==> src/rtl/spi_bus_arbiter_pkg.sv <==
// Shared state encodings and default timing constants for the SPI bus arbiter.
package spi_arb_defines;

  localparam logic [1:0] S_IDLE = 2'd0;
  localparam logic [1:0] S_OWN  = 2'd1;
  localparam logic [1:0] S_GAP  = 2'd2;

  localparam int unsigned DefGapCycles = 4;
  localparam int unsigned DefTimeout   = 4096;

endpackage

==> src/rtl/spi_bus_arbiter_rr_priority_picker.sv <==
// Round-robin picker: one-hot select of the first requester at index >= ptr, wrapping.
module rr_priority_picker #(
  parameter int unsigned N = 2,
  localparam int unsigned PtrW = (N > 1) ? $clog2(N) : 1
) (
  input  logic [N-1:0]    req_i,
  input  logic [PtrW-1:0] ptr_i,
  output logic [N-1:0]    sel_o,
  output logic            valid_o
);

  logic [2*N-1:0] req_dbl;
  logic [N-1:0]   req_rot;
  logic [N-1:0]   sel_rot;
  logic [2*N-1:0] sel_dbl;

  // Rotate so ptr sits at bit 0, isolate the lowest set bit, rotate back.
  always_comb begin
    req_dbl = {req_i, req_i} >> ptr_i;
    req_rot = req_dbl[N-1:0];
    sel_rot = req_rot & (-req_rot);
    sel_dbl = {sel_rot, sel_rot} << ptr_i;
    sel_o   = sel_dbl[2*N-1:N];
    valid_o = |req_i;
  end

endmodule

==> src/rtl/spi_bus_arbiter.sv <==
// Shares one SPI bus between N masters: round-robin grant, CS-high gap, grant watchdog.
module spi_bus_arbiter
  import spi_arb_defines::*;
#(
  parameter int unsigned N          = 2,
  parameter int unsigned GAP_CYCLES = DefGapCycles,
  parameter int unsigned TIMEOUT    = DefTimeout,
  parameter logic        SCLK_IDLE  = 1'b0
) (
  input  logic         cclk,
  input  logic         rstb,
  input  logic [N-1:0] req_i,
  input  logic [N-1:0] done_i,
  output logic [N-1:0] gnt_o,
  output logic [N-1:0] timeout_err_o,
  input  logic [N-1:0] m_sclk_i,
  input  logic [N-1:0] m_dout_i,
  input  logic [N-1:0] m_csb_i,
  output logic [N-1:0] m_din_o,
  output logic         spi_sclk_o,
  output logic         spi_dout_o,
  input  logic         spi_din_i,
  output logic [N-1:0] spi_csb_o
);

  localparam int unsigned PtrW = (N > 1) ? $clog2(N) : 1;
  localparam int unsigned GapW = $clog2(GAP_CYCLES + 1);
  localparam int unsigned WdW  = (TIMEOUT == 0) ? 1 : $clog2(TIMEOUT + 1);
  localparam logic [GapW-1:0] GapLast = GapW'(GAP_CYCLES - 1);
  localparam logic [WdW-1:0]  WdLast  = WdW'(TIMEOUT - 1);
  localparam logic [WdW-1:0]  WdMax   = '1;

  logic [1:0]      state_q, state_d;
  logic [PtrW-1:0] ptr_q, ptr_d;
  logic [GapW-1:0] gap_q, gap_d;
  logic [WdW-1:0]  wd_q, wd_d;
  logic [N-1:0]    gnt_q, gnt_d;
  logic [N-1:0]    terr_q, terr_d;
  logic [N-1:0]    csb_q, csb_d;
  logic [N-1:0]    din_q, din_d;
  logic            sclk_q, sclk_d;
  logic            dout_q, dout_d;

  logic [N-1:0]    pick_sel;
  logic            pick_valid;
  logic [PtrW-1:0] owner;
  logic            rel_own;
  logic            wd_hit;
  logic            mux_en;

  rr_priority_picker #(
    .N (N)
  ) u_picker (
    .req_i   (req_i),
    .ptr_i   (ptr_q),
    .sel_o   (pick_sel),
    .valid_o (pick_valid)
  );

  always_comb begin
    owner = '0;
    for (int unsigned i = 0; i < N; i++) begin
      if (gnt_q[i]) owner = PtrW'(i);
    end
    // Only the owner's done/req matter; a clean release wins over a coincident timeout.
    rel_own = (|(done_i & gnt_q)) || !(|(req_i & gnt_q));
    wd_hit  = (TIMEOUT != 0) && (wd_q == WdLast);
    mux_en  = (state_q == S_OWN) && !rel_own && !wd_hit;

    state_d = state_q;
    ptr_d   = ptr_q;
    gap_d   = gap_q;
    wd_d    = wd_q;
    gnt_d   = gnt_q;
    terr_d  = '0;

    case (state_q)
      S_IDLE: begin
        if (pick_valid) begin
          gnt_d   = pick_sel;
          wd_d    = '0;
          state_d = S_OWN;
        end
      end
      S_OWN: begin
        wd_d = (wd_q == WdMax) ? wd_q : wd_q + WdW'(1);
        if (rel_own || wd_hit) begin
          gnt_d   = '0;
          ptr_d   = (owner == PtrW'(N - 1)) ? '0 : owner + PtrW'(1);
          gap_d   = '0;
          state_d = S_GAP;
          if (!rel_own) terr_d = gnt_q;
        end
      end
      S_GAP: begin
        if (gap_q == GapLast) state_d = S_IDLE;
        else                  gap_d   = gap_q + GapW'(1);
      end
      default: state_d = S_IDLE;
    endcase

    sclk_d = mux_en ? |(m_sclk_i & gnt_q) : SCLK_IDLE;
    dout_d = mux_en ? |(m_dout_i & gnt_q) : 1'b0;
    csb_d  = mux_en ? (m_csb_i | ~gnt_q) : '1;
    din_d  = mux_en ? (gnt_q & {N{spi_din_i}}) : '0;
  end

  always_ff @(posedge cclk) begin
    if (!rstb) begin
      state_q <= S_IDLE;
      ptr_q   <= '0;
      gap_q   <= '0;
      wd_q    <= '0;
      gnt_q   <= '0;
      terr_q  <= '0;
      csb_q   <= '1;
      din_q   <= '0;
      sclk_q  <= SCLK_IDLE;
      dout_q  <= 1'b0;
    end else begin
      state_q <= state_d;
      ptr_q   <= ptr_d;
      gap_q   <= gap_d;
      wd_q    <= wd_d;
      gnt_q   <= gnt_d;
      terr_q  <= terr_d;
      csb_q   <= csb_d;
      din_q   <= din_d;
      sclk_q  <= sclk_d;
      dout_q  <= dout_d;
    end
  end

  assign gnt_o         = gnt_q;
  assign timeout_err_o = terr_q;
  assign spi_csb_o     = csb_q;
  assign m_din_o       = din_q;
  assign spi_sclk_o    = sclk_q;
  assign spi_dout_o    = dout_q;

endmodule

==> config.mk <==
export PLATFORM = sky130hd
export DESIGN_NAME = spi_bus_arbiter
export DESIGN_NICKNAME = d
export VERILOG_FILES = /design/src/rtl/spi_bus_arbiter_pkg.sv /design/src/rtl/spi_bus_arbiter_rr_priority_picker.sv /design/src/rtl/spi_bus_arbiter.sv
export SDC_FILE = /design/constraint.sdc
export NUM_CORES = 1
export LEC_CHECK = 0
export ABC_CLOCK_PERIOD_IN_PS = 2060
export BUFFER_PORTS_ARGS = -buffer_cell sky130_fd_sc_hd__buf_2
export CORE_ASPECT_RATIO = 1.1
export CORE_MARGIN = 1
export CORE_UTILIZATION = 50
export CTS_BUF_LIST = sky130_fd_sc_hd__clkbuf_4
export CTS_CLUSTER_SIZE = 28
export DETAILED_ROUTE_END_ITERATION = 7
export PLACE_DENSITY = 0.72
export SYNTH_ARGS = -nofsm -noshare
export SYNTH_HDL_FRONTEND = slang
export SYNTH_HIERARCHICAL = 1
export SYNTH_SLANG_ARGS = --single-unit
==> constraint.sdc <==
create_clock -name cclk -period 2.06 [get_ports cclk]
set_input_delay 0.206 -clock cclk [delete_from_list [all_inputs] [get_ports cclk]]
set_output_delay 0.206 -clock cclk [all_outputs]
set_load 0.05 [all_outputs]
==> results <==
- The number of CTS-inserted buffers is 5.
- The total detailed-routing wirelength is between 3000 and 4000 um.
- Of all flip-flops after synthesis, the portion carrying an async set or reset was 0.
- The longest clock path from root to sink contains 2 buffers.
- The proportion of power drawn by combinational gates is 0.132.
- The cell family contributing the most delay on the critical path is simple AND/OR/NAND/NOR gates.
- The tool flagged a number of max-cap violations equal to 0.
- The first-pass detailed-route iteration total is 4.
- The initial detailed-routing violation count is 30.
- The number of setup buffers added after CTS is 0.
- The analysis attributes to net switching a power of around 0.34 mW.
- The endpoint class of the critical path is a flop.
- The summed negative setup slack over all endpoints is 0 ns.
- The post-synthesis register bit count is 29.
- In this run the vertical extent of the chip is roughly 58 um.
- The number of nets handed over by synthesis was around 180.
- The I/O pin total is 23.
- The via count of the first global-routing pass was between 1000 and 1500.
- The proportion of synthesized area in mux cells is 0.007143.
- The CTS clock-pin slew for the worst setup and hold paths is 0.11 ns.
- The number of antenna diodes in the final layout is 0.
- During placement, the flow inserted port buffers numbering 22.
- At the pin with the least slew margin, the transition time is between 0.3 and 0.4 ns.
- The number of antenna violations at the first check in global routing is 0.
- The flip-flop cell with the highest count after synthesis is sky130_fd_sc_hd__dfxtp_1.
- STA classifies the critical path startpoint as a flop.
- Detailed placement ended at an HPWL of approximately 2200 um.
- The library cell contributing the largest single delay on the critical path is sky130_fd_sc_hd__or3_4.
- The share of the Yosys chip area taken by registers is 0.4143.
- The per-cell via count in the routed design is between 5 and 6.
- The number of buffer and inverter instances along the worst setup path is 0.
- The worst min-delay path category is input pin to flop.
- The number of standard-cell rows in the floorplan is 19.
- The number of distinct library cells after synthesis is between 40 and 50.
- The floorplan die area is 3019 um2.
- After synthesis, the largest family of logic cells by area is simple AND/OR/NAND/NOR gates.
- For this run, the share of the core covered by cells in the final layout is 0.6365.
- In this run the horizontal extent of the chip is 52.48 um.
- Setup violations remaining at the end of the flow were counted as 0.
- The detailed-route via count is approximately 1300.
- The ratio of cells with drive above 1 in the final layout is 0.2356.
- The biggest fanout along the worst timing path is 8.
- The worst clock skew is ~0.013 ns.
- Entering global routing, the biggest net connects 25 pins.
- The area growth from synthesis to layout is 16.61%.
- The core area is 2567 um2.
- The root buffer cell chosen for the clock tree is sky130_fd_sc_hd__clkbuf_4.
- The compound-gate portion of the synthesized area is 0.2312.
- The CTS tree is done.
- The synthesized netlist occupies a cell area of about 1400 um2.
- The final number of max-transition violations is 0.
- Dividing the detail-routed wire length by the instance count gives between 10 and 15 um.
- The H-tree depth is 2.
- In the finished design, the share of the clock period the worst path needs comes to 0.8878.
- Setup repair after global routing left no endpoint under its margin.
- Of the total power, the clock network draws 0.387.
- The share of total power dissipated in sequential elements is 0.481.
- The first global-routing pass estimated 4988 um of wire.
- For this run, the slowest stage of the critical path takes roughly 0.45 ns.
- Of the total synthesized cell area, the portion taken by XOR and XNOR cells is 0.
- The total number of yosys warnings is 6.
- CTS saw 29 sinks.
- The adder and majority cell fraction of the synthesized area is 0.02679.
- After clock tree synthesis, the repair step resized 0 gates.
- At the end of routability-driven placement, the weighted congestion stood at 0.7702.
- The maximum clock frequency is roughly 0.55 GHz.
- Walking the worst path, the cells encountered are ha_1, nand3_4, or3_4, o21ai_4, nor2_1, o221a_1.
- The average footprint of a synthesized cell is approximately 8.7 um2.
- The final hold violation count is 0.
- Summed over all layers, the global routing overflow is 0.
- The post-route cell area is approximately 1600 um2.
- The worst hold slack is 0.04752 ns.
- The net switching fraction of the power is 0.2735.
- For this run, the post-layout net count is about 210.
- The total track usage is 0.2241.
- Data on the critical path arrives at its endpoint at roughly 2.1 ns.
- The cell count after synthesis came out at 162.
- The count of flip-flops with a built-in enable after synthesis is 0.
- The starting density of the core is 0.5458.
- The post-route antenna net violation count is 0.
- In this run the static leakage power is ~0.63 nW.
- The largest voltage drop on the vdd net is slightly above 0.6 mV.
- The later pin in the worst-skew pair is clocked with a latency of between 0.3 and 0.4 ns.
- The cell-internal power is about 0.90 mW.
- The time the worst path needs with I/O delays and setup is around 1.8 ns.
- The total power after layout is between 1 and 1.5 mW.
- The start-to-end type of the worst setup path is flop to flop.
- The fraction of the mapped netlist area in simple logic gates is 0.2777.
- For the worst setup path, the data required time is ~2.3 ns.
- Hold repair after CTS inserted 0 buffers.
- The flow ran to the end, and the final reports show no timing, DRC or antenna violations.
- The area after detailed placement is between 1500 and 2000 um2.
- The cell area power density is ~760 nW/um2.
- In the routed design, unresolved DRC markers number 0.
- The headroom to the max-slew limit is 0.7353.
flip-flops by register name, indices dropped and copies added (netlist names):
signal,cells
wd_q,13
gap_q,3
gnt_o,2
m_din_o,2
spi_csb_o,2
state_q,2
timeout_err_o,2
ptr_q,1
spi_dout_o,1
spi_sclk_o,1
layout make-up:
type | count | area (um2)
fillers | 236 | 933.4
multi-input cells | 121 | 760.7
flip-flops and latches | 29 | 580.6
repair buffers | 27 | 147.6
clock inverters | 3 | 46.29
well taps | 31 | 38.79
clock buffers | 5 | 37.54
inverters | 6 | 22.52
cell families after synthesis:
family	Yosys count
compound gates	46
mux	1
flops	29
simple gates	71
fa+ha+maj	3
buf+inv	12
per-stage QoR:
stage,std cells,setup WS (ns)
4_1_cts,222,0.2215
3_3_place_gp,214,0.2961
3_5_place_dp,214,0.2373
5_1_grt,222,0.1061
2_1_floorplan,162,0.2523
6_report,222,0.2312
cells in the final DEF, fill, tap and decap left out, drive strengths merged, types with 3 or more instances in the layout:
master | Yosys | routed
buf | 5 | 27
nand4 | 4 | 4
nand2 | 17 | 17
dfxtp | 29 | 29
a21boi | 5 | 5
nand2b | 4 | 4
nor2 | 11 | 11
and3 | 3 | 3
nor3 | 10 | 10
a21oi | 4 | 4
o221a | 3 | 3
a31oi | 6 | 6
inv | 6 | 6
ha | 3 | 3
clkbuf | 1 | 5
o21ai | 17 | 17
or3 | 5 | 5
nand3 | 6 | 6
cells in the mapped netlist, types with 2 or more instances:
library cell                n  share of area
sky130_fd_sc_hd__ha_1       3          0.027
sky130_fd_sc_hd__nor4_1     2         0.0089
sky130_fd_sc_hd__and3_1     2         0.0089
sky130_fd_sc_hd__o221a_1    2          0.016
sky130_fd_sc_hd__o31ai_1    2          0.011
sky130_fd_sc_hd__o21a_1     2          0.011
sky130_fd_sc_hd__and2_1     2         0.0089
sky130_fd_sc_hd__nand2b_1   4          0.018
sky130_fd_sc_hd__buf_2      3          0.011
sky130_fd_sc_hd__a21boi_1   3          0.016
sky130_fd_sc_hd__inv_1      6          0.016
sky130_fd_sc_hd__nand4_1    3          0.013
sky130_fd_sc_hd__a21boi_0   2          0.011
sky130_fd_sc_hd__nor3_1    10          0.036
sky130_fd_sc_hd__a31oi_1    6          0.027
sky130_fd_sc_hd__a21oi_1    4          0.014
sky130_fd_sc_hd__nor2_1    11          0.029
sky130_fd_sc_hd__nand2_1   17          0.046
sky130_fd_sc_hd__nor2b_1    2         0.0089
sky130_fd_sc_hd__or3_1      4          0.018
sky130_fd_sc_hd__nand3_1    5          0.018
sky130_fd_sc_hd__a22oi_1    2          0.011
sky130_fd_sc_hd__o21ai_0   16          0.057
sky130_fd_sc_hd__dfxtp_1   29           0.41
per-layer routing:
layer / vias to the layer above / GRT usage / routed length [um]
met1: 611 / 0.2385 / 1287
met5: - / 0 / 0
met2: 39 / 0.3960 / 1517
li1: 647 / - / -
met4: 0 / 0.08271 / 97
met3: 16 / 0.08000 / 136
path summary, 6_finish.rpt:
path              slack, ns  cells after the start  startpoint           end
hold / removal         0.05                      2  m_csb_i[0]  spi_csb_o[0]
setup reg to reg       0.23                      6     wd_q[0]       wd_q[2]
setup / recovery       0.23                      6     wd_q[0]       wd_q[2]
hold reg to reg        0.48                      2    gap_q[1]      gap_q[1]
power by group through the flow:
stage          sequential, mW  clock, mW  combinational (mW)
5_1_grt                 0.599      0.515               0.182
3_5_place_dp            0.609          0               0.163
2_1_floorplan           0.607          0               0.109
3_3_place_gp            0.608          0               0.159
6_report                0.596      0.480               0.164
4_1_cts                 0.596      0.485               0.164
(Power assumes the default switching activity.)
